==> config.mk <==
export PLATFORM = sky130hd
export DESIGN_NAME = mem_access_stage
export DESIGN_NICKNAME = d
export VERILOG_FILES = /design/src/rtl/mem_stage_pkg.sv /design/src/rtl/mem_access_stage_mem_wb.sv /design/src/rtl/mem_access_stage.sv
export SDC_FILE = /design/constraint.sdc
export NUM_CORES = 1
export LEC_CHECK = 0
export ABC_AREA = 1
export BUFFER_PORTS_ARGS = -buffer_cell sky130_fd_sc_hd__buf_2
export CORE_MARGIN = 4
export CORE_UTILIZATION = 50
export CTS_BUF_LIST = sky130_fd_sc_hd__clkbuf_4 sky130_fd_sc_hd__clkbuf_8
export DETAILED_ROUTE_END_ITERATION = 12
export PLACE_DENSITY = 0.83
export SYNTH_ARGS = -nofsm -noshare
export SYNTH_HDL_FRONTEND = slang
export SYNTH_SLANG_ARGS = --single-unit
==> constraint.sdc <==
create_clock -name clock -period 9.1 [get_ports clock]
set_input_delay 0.455 -clock clock [delete_from_list [all_inputs] [get_ports clock]]
set_output_delay 0.455 -clock clock [all_outputs]
set_load 0.005 [all_outputs]
==> src/rtl/mem_stage_pkg.sv <==
// mem_stage_pkg
// Shared definitions for the memory-access pipeline stage:
//   - default data/address width and destination-register index width
//   - width of the WB control field and the bubble value loaded into it
//   - state encoding of the memory-access FSM
package mem_stage_pkg;

    localparam int XLEN_DEF = 32;
    localparam int RD_W_DEF = 5;
    localparam int WB_CTL_W = 2;

    // WB control of an instruction that must not write back.
    localparam logic [WB_CTL_W-1:0] WB_BUBBLE = 2'b00;

    typedef enum logic [1:0] {
        ST_IDLE = 2'd0,
        ST_REQ  = 2'd1,
        ST_RESP = 2'd2,
        ST_DONE = 2'd3
    } state_t;

endpackage

==> src/rtl/mem_access_stage_mem_wb.sv <==
// mem_wb
// MEM/WB pipeline register. When load is high every field takes its new
// value; otherwise a bubble is inserted (WB control cleared) and the data
// fields keep their previous contents.
// Ports:
//   clock, reset            rising-edge clock, synchronous active-low reset
//   load                    1 = load new fields, 0 = insert bubble
//   wb_ctl, alu_result,
//   mem_rdata, rd           fields to load
//   wb_ctl_q, alu_result_q,
//   mem_rdata_q, rd_q       registered MEM/WB fields
module mem_wb
    import mem_stage_pkg::*;
#(
    parameter int XLEN = XLEN_DEF,
    parameter int RD_W = RD_W_DEF
) (
    input  logic                clock,
    input  logic                reset,
    input  logic                load,
    input  logic [WB_CTL_W-1:0] wb_ctl,
    input  logic [XLEN-1:0]     alu_result,
    input  logic [XLEN-1:0]     mem_rdata,
    input  logic [RD_W-1:0]     rd,
    output logic [WB_CTL_W-1:0] wb_ctl_q,
    output logic [XLEN-1:0]     alu_result_q,
    output logic [XLEN-1:0]     mem_rdata_q,
    output logic [RD_W-1:0]     rd_q
);

    always_ff @(posedge clock) begin
        if (!reset) begin
            wb_ctl_q     <= WB_BUBBLE;
            alu_result_q <= '0;
            mem_rdata_q  <= '0;
            rd_q         <= '0;
        end else if (load) begin
            wb_ctl_q     <= wb_ctl;
            alu_result_q <= alu_result;
            mem_rdata_q  <= mem_rdata;
            rd_q         <= rd;
        end else begin
            wb_ctl_q     <= WB_BUBBLE;
        end
    end

endmodule

==> src/rtl/mem_access_stage.sv <==
// mem_access_stage
// Consumer side of the EX/MEM register. Resolves the branch, performs
// word loads/stores over a request/ready/response data-memory port and
// loads the MEM/WB register. While an access is outstanding, stall holds
// EX/MEM and earlier stages. Misaligned accesses are trapped (misalign
// pulse, bubble into MEM/WB) without any bus activity.
// Ports:
//   clock, reset                 rising-edge clock, synchronous active-low reset
//   wb_ctl_in, branch, memread,
//   memwrite, zero, add_result,
//   alu_result, rdata2, rd_in    EX/MEM fields
//   dmem_req/we/addr/wdata       memory request (held until dmem_ready)
//   dmem_ready                   request accepted this cycle
//   dmem_rvalid, dmem_rdata      read response
//   stall                        freeze EX/MEM and upstream
//   pcsrc, branch_target         branch decision (combinational)
//   misalign                     one-cycle pulse, registered, for a misaligned access
//   wb_ctl_out, mem_rdata_out,
//   alu_result_out, rd_out       MEM/WB register
module mem_access_stage
    import mem_stage_pkg::*;
#(
    parameter int XLEN = XLEN_DEF,
    parameter int RD_W = RD_W_DEF
) (
    input  logic                clock,
    input  logic                reset,
    input  logic [WB_CTL_W-1:0] wb_ctl_in,
    input  logic                branch,
    input  logic                memread,
    input  logic                memwrite,
    input  logic                zero,
    input  logic [XLEN-1:0]     add_result,
    input  logic [XLEN-1:0]     alu_result,
    input  logic [XLEN-1:0]     rdata2,
    input  logic [RD_W-1:0]     rd_in,
    output logic                dmem_req,
    output logic                dmem_we,
    output logic [XLEN-1:0]     dmem_addr,
    output logic [XLEN-1:0]     dmem_wdata,
    input  logic                dmem_ready,
    input  logic                dmem_rvalid,
    input  logic [XLEN-1:0]     dmem_rdata,
    output logic                stall,
    output logic                pcsrc,
    output logic [XLEN-1:0]     branch_target,
    output logic                misalign,
    output logic [WB_CTL_W-1:0] wb_ctl_out,
    output logic [XLEN-1:0]     mem_rdata_out,
    output logic [XLEN-1:0]     alu_result_out,
    output logic [RD_W-1:0]     rd_out
);

    state_t state, state_nxt;

    logic access, aligned, start, bad_align, in_req;

    // Fields captured when an access starts; EX/MEM is frozen meanwhile but
    // keeping private copies makes the bus fields independent of upstream.
    logic [XLEN-1:0]     cap_addr;
    logic [XLEN-1:0]     cap_wdata;
    logic [XLEN-1:0]     cap_rdata;
    logic                cap_we;
    logic [WB_CTL_W-1:0] cap_wb;
    logic [RD_W-1:0]     cap_rd;

    logic                wb_load;
    logic [WB_CTL_W-1:0] wb_ctl_nxt;
    logic [XLEN-1:0]     alu_nxt;
    logic [XLEN-1:0]     rdata_nxt;
    logic [RD_W-1:0]     rd_nxt;

    assign access    = memread | memwrite;
    assign aligned   = (alu_result[1:0] == 2'b00);
    // Accesses are only evaluated in IDLE: in DONE, EX/MEM still holds the
    // instruction that has just completed.
    assign start     = (state == ST_IDLE) & access & aligned;
    assign bad_align = (state == ST_IDLE) & access & ~aligned;
    assign in_req    = (state == ST_REQ);

    assign pcsrc         = branch & zero;
    assign branch_target = add_result;

    assign stall = (state == ST_REQ) | (state == ST_RESP) | start;

    // Bus fields are forced to zero outside REQ.
    assign dmem_req   = in_req;
    assign dmem_we    = in_req & cap_we;
    assign dmem_addr  = in_req ? cap_addr  : '0;
    assign dmem_wdata = in_req ? cap_wdata : '0;

    always_comb begin
        state_nxt = state;
        unique case (state)
            ST_IDLE: if (start)       state_nxt = ST_REQ;
            ST_REQ:  if (dmem_ready)  state_nxt = cap_we ? ST_DONE : ST_RESP;
            ST_RESP: if (dmem_rvalid) state_nxt = ST_DONE;
            ST_DONE:                  state_nxt = ST_IDLE;
            default:                  state_nxt = ST_IDLE;
        endcase
    end

    always_ff @(posedge clock) begin
        if (!reset) begin
            state    <= ST_IDLE;
            misalign <= 1'b0;
        end else begin
            state    <= state_nxt;
            misalign <= bad_align;
        end
    end

    // Capture registers carry data only; their contents are meaningless
    // until the next start, so they need no reset. A write takes priority
    // when memread and memwrite are both set.
    always_ff @(posedge clock) begin
        if (start) begin
            cap_addr  <= alu_result;
            cap_wdata <= rdata2;
            cap_we    <= memwrite;
            cap_wb    <= wb_ctl_in;
            cap_rd    <= rd_in;
            cap_rdata <= '0;
        end else if ((state == ST_RESP) && dmem_rvalid) begin
            cap_rdata <= dmem_rdata;
        end
    end

    // MEM/WB loads either a non-memory instruction straight from EX/MEM or
    // a completed access from the capture registers; every other cycle
    // (stall or misaligned trap) inserts a bubble.
    assign wb_load    = (state == ST_DONE) | ((state == ST_IDLE) & ~access);
    assign wb_ctl_nxt = (state == ST_DONE) ? cap_wb    : wb_ctl_in;
    assign alu_nxt    = (state == ST_DONE) ? cap_addr  : alu_result;
    assign rdata_nxt  = (state == ST_DONE) ? cap_rdata : '0;
    assign rd_nxt     = (state == ST_DONE) ? cap_rd    : rd_in;

    mem_wb #(
        .XLEN (XLEN),
        .RD_W (RD_W)
    ) u_mem_wb (
        .clock        (clock),
        .reset        (reset),
        .load         (wb_load),
        .wb_ctl       (wb_ctl_nxt),
        .alu_result   (alu_nxt),
        .mem_rdata    (rdata_nxt),
        .rd           (rd_nxt),
        .wb_ctl_q     (wb_ctl_out),
        .alu_result_q (alu_result_out),
        .mem_rdata_q  (mem_rdata_out),
        .rd_q         (rd_out)
    );

endmodule

# Word level (Yosys, flattened, before mapping)

Cells that the tools add are included.

Register bits: 178
Input port bits: 143
Output and inout port bits: 172
Logic and storage cells: 46

Equal/unequal tests: 6
Multiplexer cells: 11
Bitwise logic cells: 12
Reduce and logical (&&, ||, !) cells: 5

Operators with widths:

| kind                                                | number |
|---|---|
| two-way mux 32 bit                                  | 4 |
| two-way mux 2 bit                                   | 4 |
| case mux 2 bit (4 select lines)                     | 1 |
| bitwise AND 1 bit                                   | 6 |
| inequality test 2 bit, second input constant        | 3 |
| two-way mux 5 bit                                   | 1 |
| equality test 2 bit, second input constant          | 2 |
| logical NOT 2 bit                                   | 2 |
| OR 1 bit                                            | 4 |
| AND reduction 3 bit                                 | 1 |
| equality test 2 x 1 -> 1 bit, second input constant | 1 |
| NOT 1 bit                                           | 2 |
| AND reduction 2 bit                                 | 1 |
| logical AND 1 bit                                   | 1 |
| two-way mux 1 bit                                   | 1 |

# Logic depth before layout (Yosys ltp)

Depth after elaboration: 5
Depth in mapped cells: 9
Mapped depth without buffers: 8

# By module

From an unflattened synthesis, not the netlist that was laid out.

Cells, all modules: 1,124
Area total of the unflattened synthesis: 8,286.7 µm²

Modules (own cells, without submodules):

| module           | instances | cells an instance | area each (µm²) |
|---|---|---|---|
| mem_access_stage | 1         | 682               | 5,373.9 |
| mem_wb           | 1         | 442               | 2,912.8 |

# Worst setup path before layout

Ideal clock, no wire load.

Path type: register -> register
From: reg state[0]
To: reg cap_addr[0], enable pin
Library setup time: 0.426 ns
Arrival time: 2.488 ns
Required time: 8.674 ns
Slack: 6.186 ns
Stages on the path, launching flop included: 8
Buffers on the path: 1
Clock period less this slack: 2.914 ns
Path through: dfxtp_1 -> inv_1 -> ha_1 -> inv_1 -> nor2_1 -> nand2_1 -> buf_2 -> inv_1

Cells in the longest elaborated chain, start to end: 3

Ends and longest elaborated chain:

| item                            | line                    | RTL |
|---|---|---|
| from (decl)                     | mem_access_stage.sv:54  | `state_t state, state_nxt;` |
| from (signal assigned)          | mem_access_stage.sv:108 | `state <= state_nxt;` |
| logical NOT 2 bit               | mem_access_stage.sv:77  | `assign start = (state == ST_IDLE) & access & aligned;` |
| bitwise AND 1 bit (2 in series) | mem_access_stage.sv:77  |  |
| net start                       | mem_access_stage.sv:56  | `logic access, aligned, start, bad_align, in_req;` |
| to (signal assigned)            | mem_access_stage.sv:118 | `cap_addr <= alu_result;` |
| to (decl)                       | mem_access_stage.sv:60  | `logic [XLEN-1:0] cap_addr;` |

The timed path passes the listed nets, and every way through them passes these cells.
A chain may end at the register's enable or synchronous reset.

# Final worst setup path

From: reg state[0]
To: reg cap_rd[4], enable pin

Cells in the longest elaborated chain, start to end: 3

Ends and longest elaborated chain:

| item                            | line                    | RTL |
|---|---|---|
| logical NOT 2 bit               | mem_access_stage.sv:77  |  |
| bitwise AND 1 bit (2 in series) | mem_access_stage.sv:77  |  |
| net start                       | mem_access_stage.sv:56  |  |
| to (signal assigned)            | mem_access_stage.sv:122 | `cap_rd <= rd_in;` |
| to (decl)                       | mem_access_stage.sv:65  | `logic [RD_W-1:0] cap_rd;` |

The timed path passes the listed nets, and every way through them passes these cells.

==> summary.txt <==
Synthesis
  – Cell taking the most area after synthesis: edfxtp_1
  – Synth cell count leaders: nand2_1 (341), inv_1 (109), dfxtp_1 (106)
  – Syn Area/Cell: 8.25 um^2
  – Sequential share of the synthesized area: 56.9%
  – Cells after Synth: 912
  – Seq cells post-synth: 178
  – Synth Net Count: 1059
  – Synth Flop Type: dfxtp_1
  – Area contributors post-synth: edfxtp_1 (29%), dfxtp_1 (28%), nand2_1 (17%)
  – EDFF count, synth: 72
  – Synth warnings: 0
  – Synthesized cell area: 0.00753 mm^2
  – Unique masters post-synth: 26
  – Top cell type's share of synthesized area: 28.7%
  – Post-synthesis async set-or-reset flop share: 0%
  – Count leader, synth: nand2_1

Pwr
  – Max VDD drop: 0.138 mV
  – PD cells: 266 mW/mm^2
  – Pleak: 4.96 nW

Setup path
  – CP max stage cell: inv_2
  – Setup CP Type: reg2reg
  – WP buf/inv: 5
  – Startpoint types: register
  – Worst path max stage delay: 0.59 ns
  – CP max FO: 39
  – CP Cell Sequence: inv_1 > ha_1 > inv_1 > nor2_1 > nand2_1 > buf_4 > inv_2 > buf_4
  – Crit path depth: 8
  – Cells on worst reg2reg path: 8
  – Crit path required time: 9.18 ns
  – Critical path arrival: 2.82 ns
  – Family with the most delay on the worst path: buffers and inverters
  – CP Capture Type: register

STA
  – Max Clk Rate: 0.365 GHz
  – Post-Route Skew: 0.0110 ns
  – Fin. Hold Viols: 0
  – Final setup fails: 0
  – TNS Setup: 0 ns
  – Setup WS post-layout: 6.36 ns
  – Slew headroom: 29.9%
  – Slew Viols, Final: 0
  – RSZ-0062 raised after global routing: false
  – Worst slew pin tran: 1.05 ns
  – Post-layout min period: 2.74 ns
  – Final worst path period share: 30.1%

Detailed routing
  – Via count: 6281
  – Via density per instance: 4.83
  – Pre-Repair DR Iteration Count: 5
  – WL final: 18.8 mm
  – Max layer used: met4
  – Met3 wire len: 1.58 mm
  – Met1 wire length: 7.70 mm
  – DRT antenna net count: 0
  – Routed met2 length: 9.03 mm
  – Drc violations: 0
  – Wire per inst: 14.5 um
  – Starting DRT DRC Count: 422

Placed design
  – Placed cell area: 0.00848 mm^2
  – IO Port Bufs: 250
  – Pre-CTS setup slack: 6.35 ns
  – Dpl hpwl: 12.7 mm
  – Placer's final routability congestion estimate: 0.811

CTS
  – CTS Hold Bufs: 0
  – Clk sinks: 178
  – Clk Latency, worst-skew pair: 0.44 ns
  – CTS root buf: clkbuf_8
  – TritonCTS buffer count: 17
  – Clock transition at path regs: 0.09 ns
  – Post-CTS Setup Inserts: 0
  – Post-CTS sizing: 0
  – Htree depth: 4
  – CTS tree: done
  – Clock buffer depth: 2

Die
  – Die W: 131 um
  – I/O pin count: 315
  – Core Area: 0.0146 mm^2
  – Initial core utilization: 51.4%
  – Die H: 131 um
  – Cell Rows: 44
  – Die area: 0.0171 mm^2

Min path
  – Hold Path Stages: 1
  – Min-Delay Path Class: in2reg

Finish
  – Footprint of the multi-input gates: 0.00225 mm^2
  – Share of cells above drive strength 1: 26.6%
  – Final Instance Area: 0.00892 mm^2
  – Inserted Diodes: 0
  – Fillcell total: 1290
  – Nets: 1251
  – Final Util: 60.9%
  – Area grow syn2layout: 18.5%
  – FF/Latch Area: 0.00428 mm^2

Outcome
  – Status: completed

Global routing
  – GRT Residual Overflow: 0
  – First-pass GRT wire length: 28.2 mm
  – Largest net degree at the start of global routing: 74
  – Initial antenna violation count: 0
  – GRT Total Usage: 21.1%
  – Vias in the first global route: 5690

Job
  – Max-Cap Viols: 0
-- cells in the final DEF (no fill, tap or decap), types with 3 or more instances in the layout --
cell	instances
bufinv_16	4
nand3_1	33
inv_1	108
edfxtp_1	72
nor2_1	77
o21ai_0	12
o21ai_2	3
o21ai_1	27
buf_2	250
a21oi_1	35
clkbuf_8	20
inv_4	3
dfxtp_1	106
buf_4	5
nand2_1	341
-- power by group --
part           leakage, nW  total [mW]  internal (mW)  switching (mW)
registers             1.53        1.05          0.984          0.0699
clock network        0.230       0.595          0.326           0.269
logic                 3.21       0.726          0.258           0.468
-- layer usage --
metal	GRT usage, %	vias up
met5	0	-
met4	9.07	0
met3	5.08	40
met2	35.3	292
met1	26.3	2809
li1	-	3140
-- logic make-up (layout without fill, tap and decap cells) --
family / count (synthesis) / count (layout) / synth area share [%]
AOI/OAI and AO/OA: 77 / 77 / 5.27
adders and majority gates: 4 / 4 / 0.665
buffers and inverters: 194 / 398 / 13.3
DFF: 178 / 178 / 56.9
muxes: 2 / 2 / 0.266
and+or+nand+nor: 457 / 457 / 23.6
-- per-stage QoR --
step                cells  hold slack (ns)  power (mW)
floorplan             912            0.436        1.58
global placement     1269            0.442        1.78
detailed placement   1269            0.446        1.80
CTS                  1300            0.146        2.40
global route         1300            0.145        2.54
finish               1300            0.178        2.38
-- layout make-up --
cell class,instances,area share [%]
Sequential cell,178,48.0
Timing Repair Buffer,255,14.4
Inverter,112,4.77
Clock inverter,9,1.72
Clock buffer,22,3.25
Multi-Input combinational cell,540,25.2
Tap cell,184,2.58
-- final timing paths --
kind | from | endpoint | slack, ns
max | state[0] | cap_rd[4] | 6.36
min | rdata2[22] | cap_wdata[22] | 0.18
max reg2reg | state[0] | cap_rd[4] | 6.36
min reg2reg | cap_rdata[3] | u_mem_wb.mem_rdata_q[3] | 0.46
-- flip-flops by register name (all words and copies together) (netlist names) --
name,flops
u_mem_wb.alu_result_q,32
misalign,1
u_mem_wb.rd_q,5
u_mem_wb.mem_rdata_q,32
cap_we,1
u_mem_wb.wb_ctl_q,2
cap_addr,32
cap_wb,2
cap_rdata,32
cap_wdata,32
cap_rd,5
state,2
(Power assumes the default switching activity.)
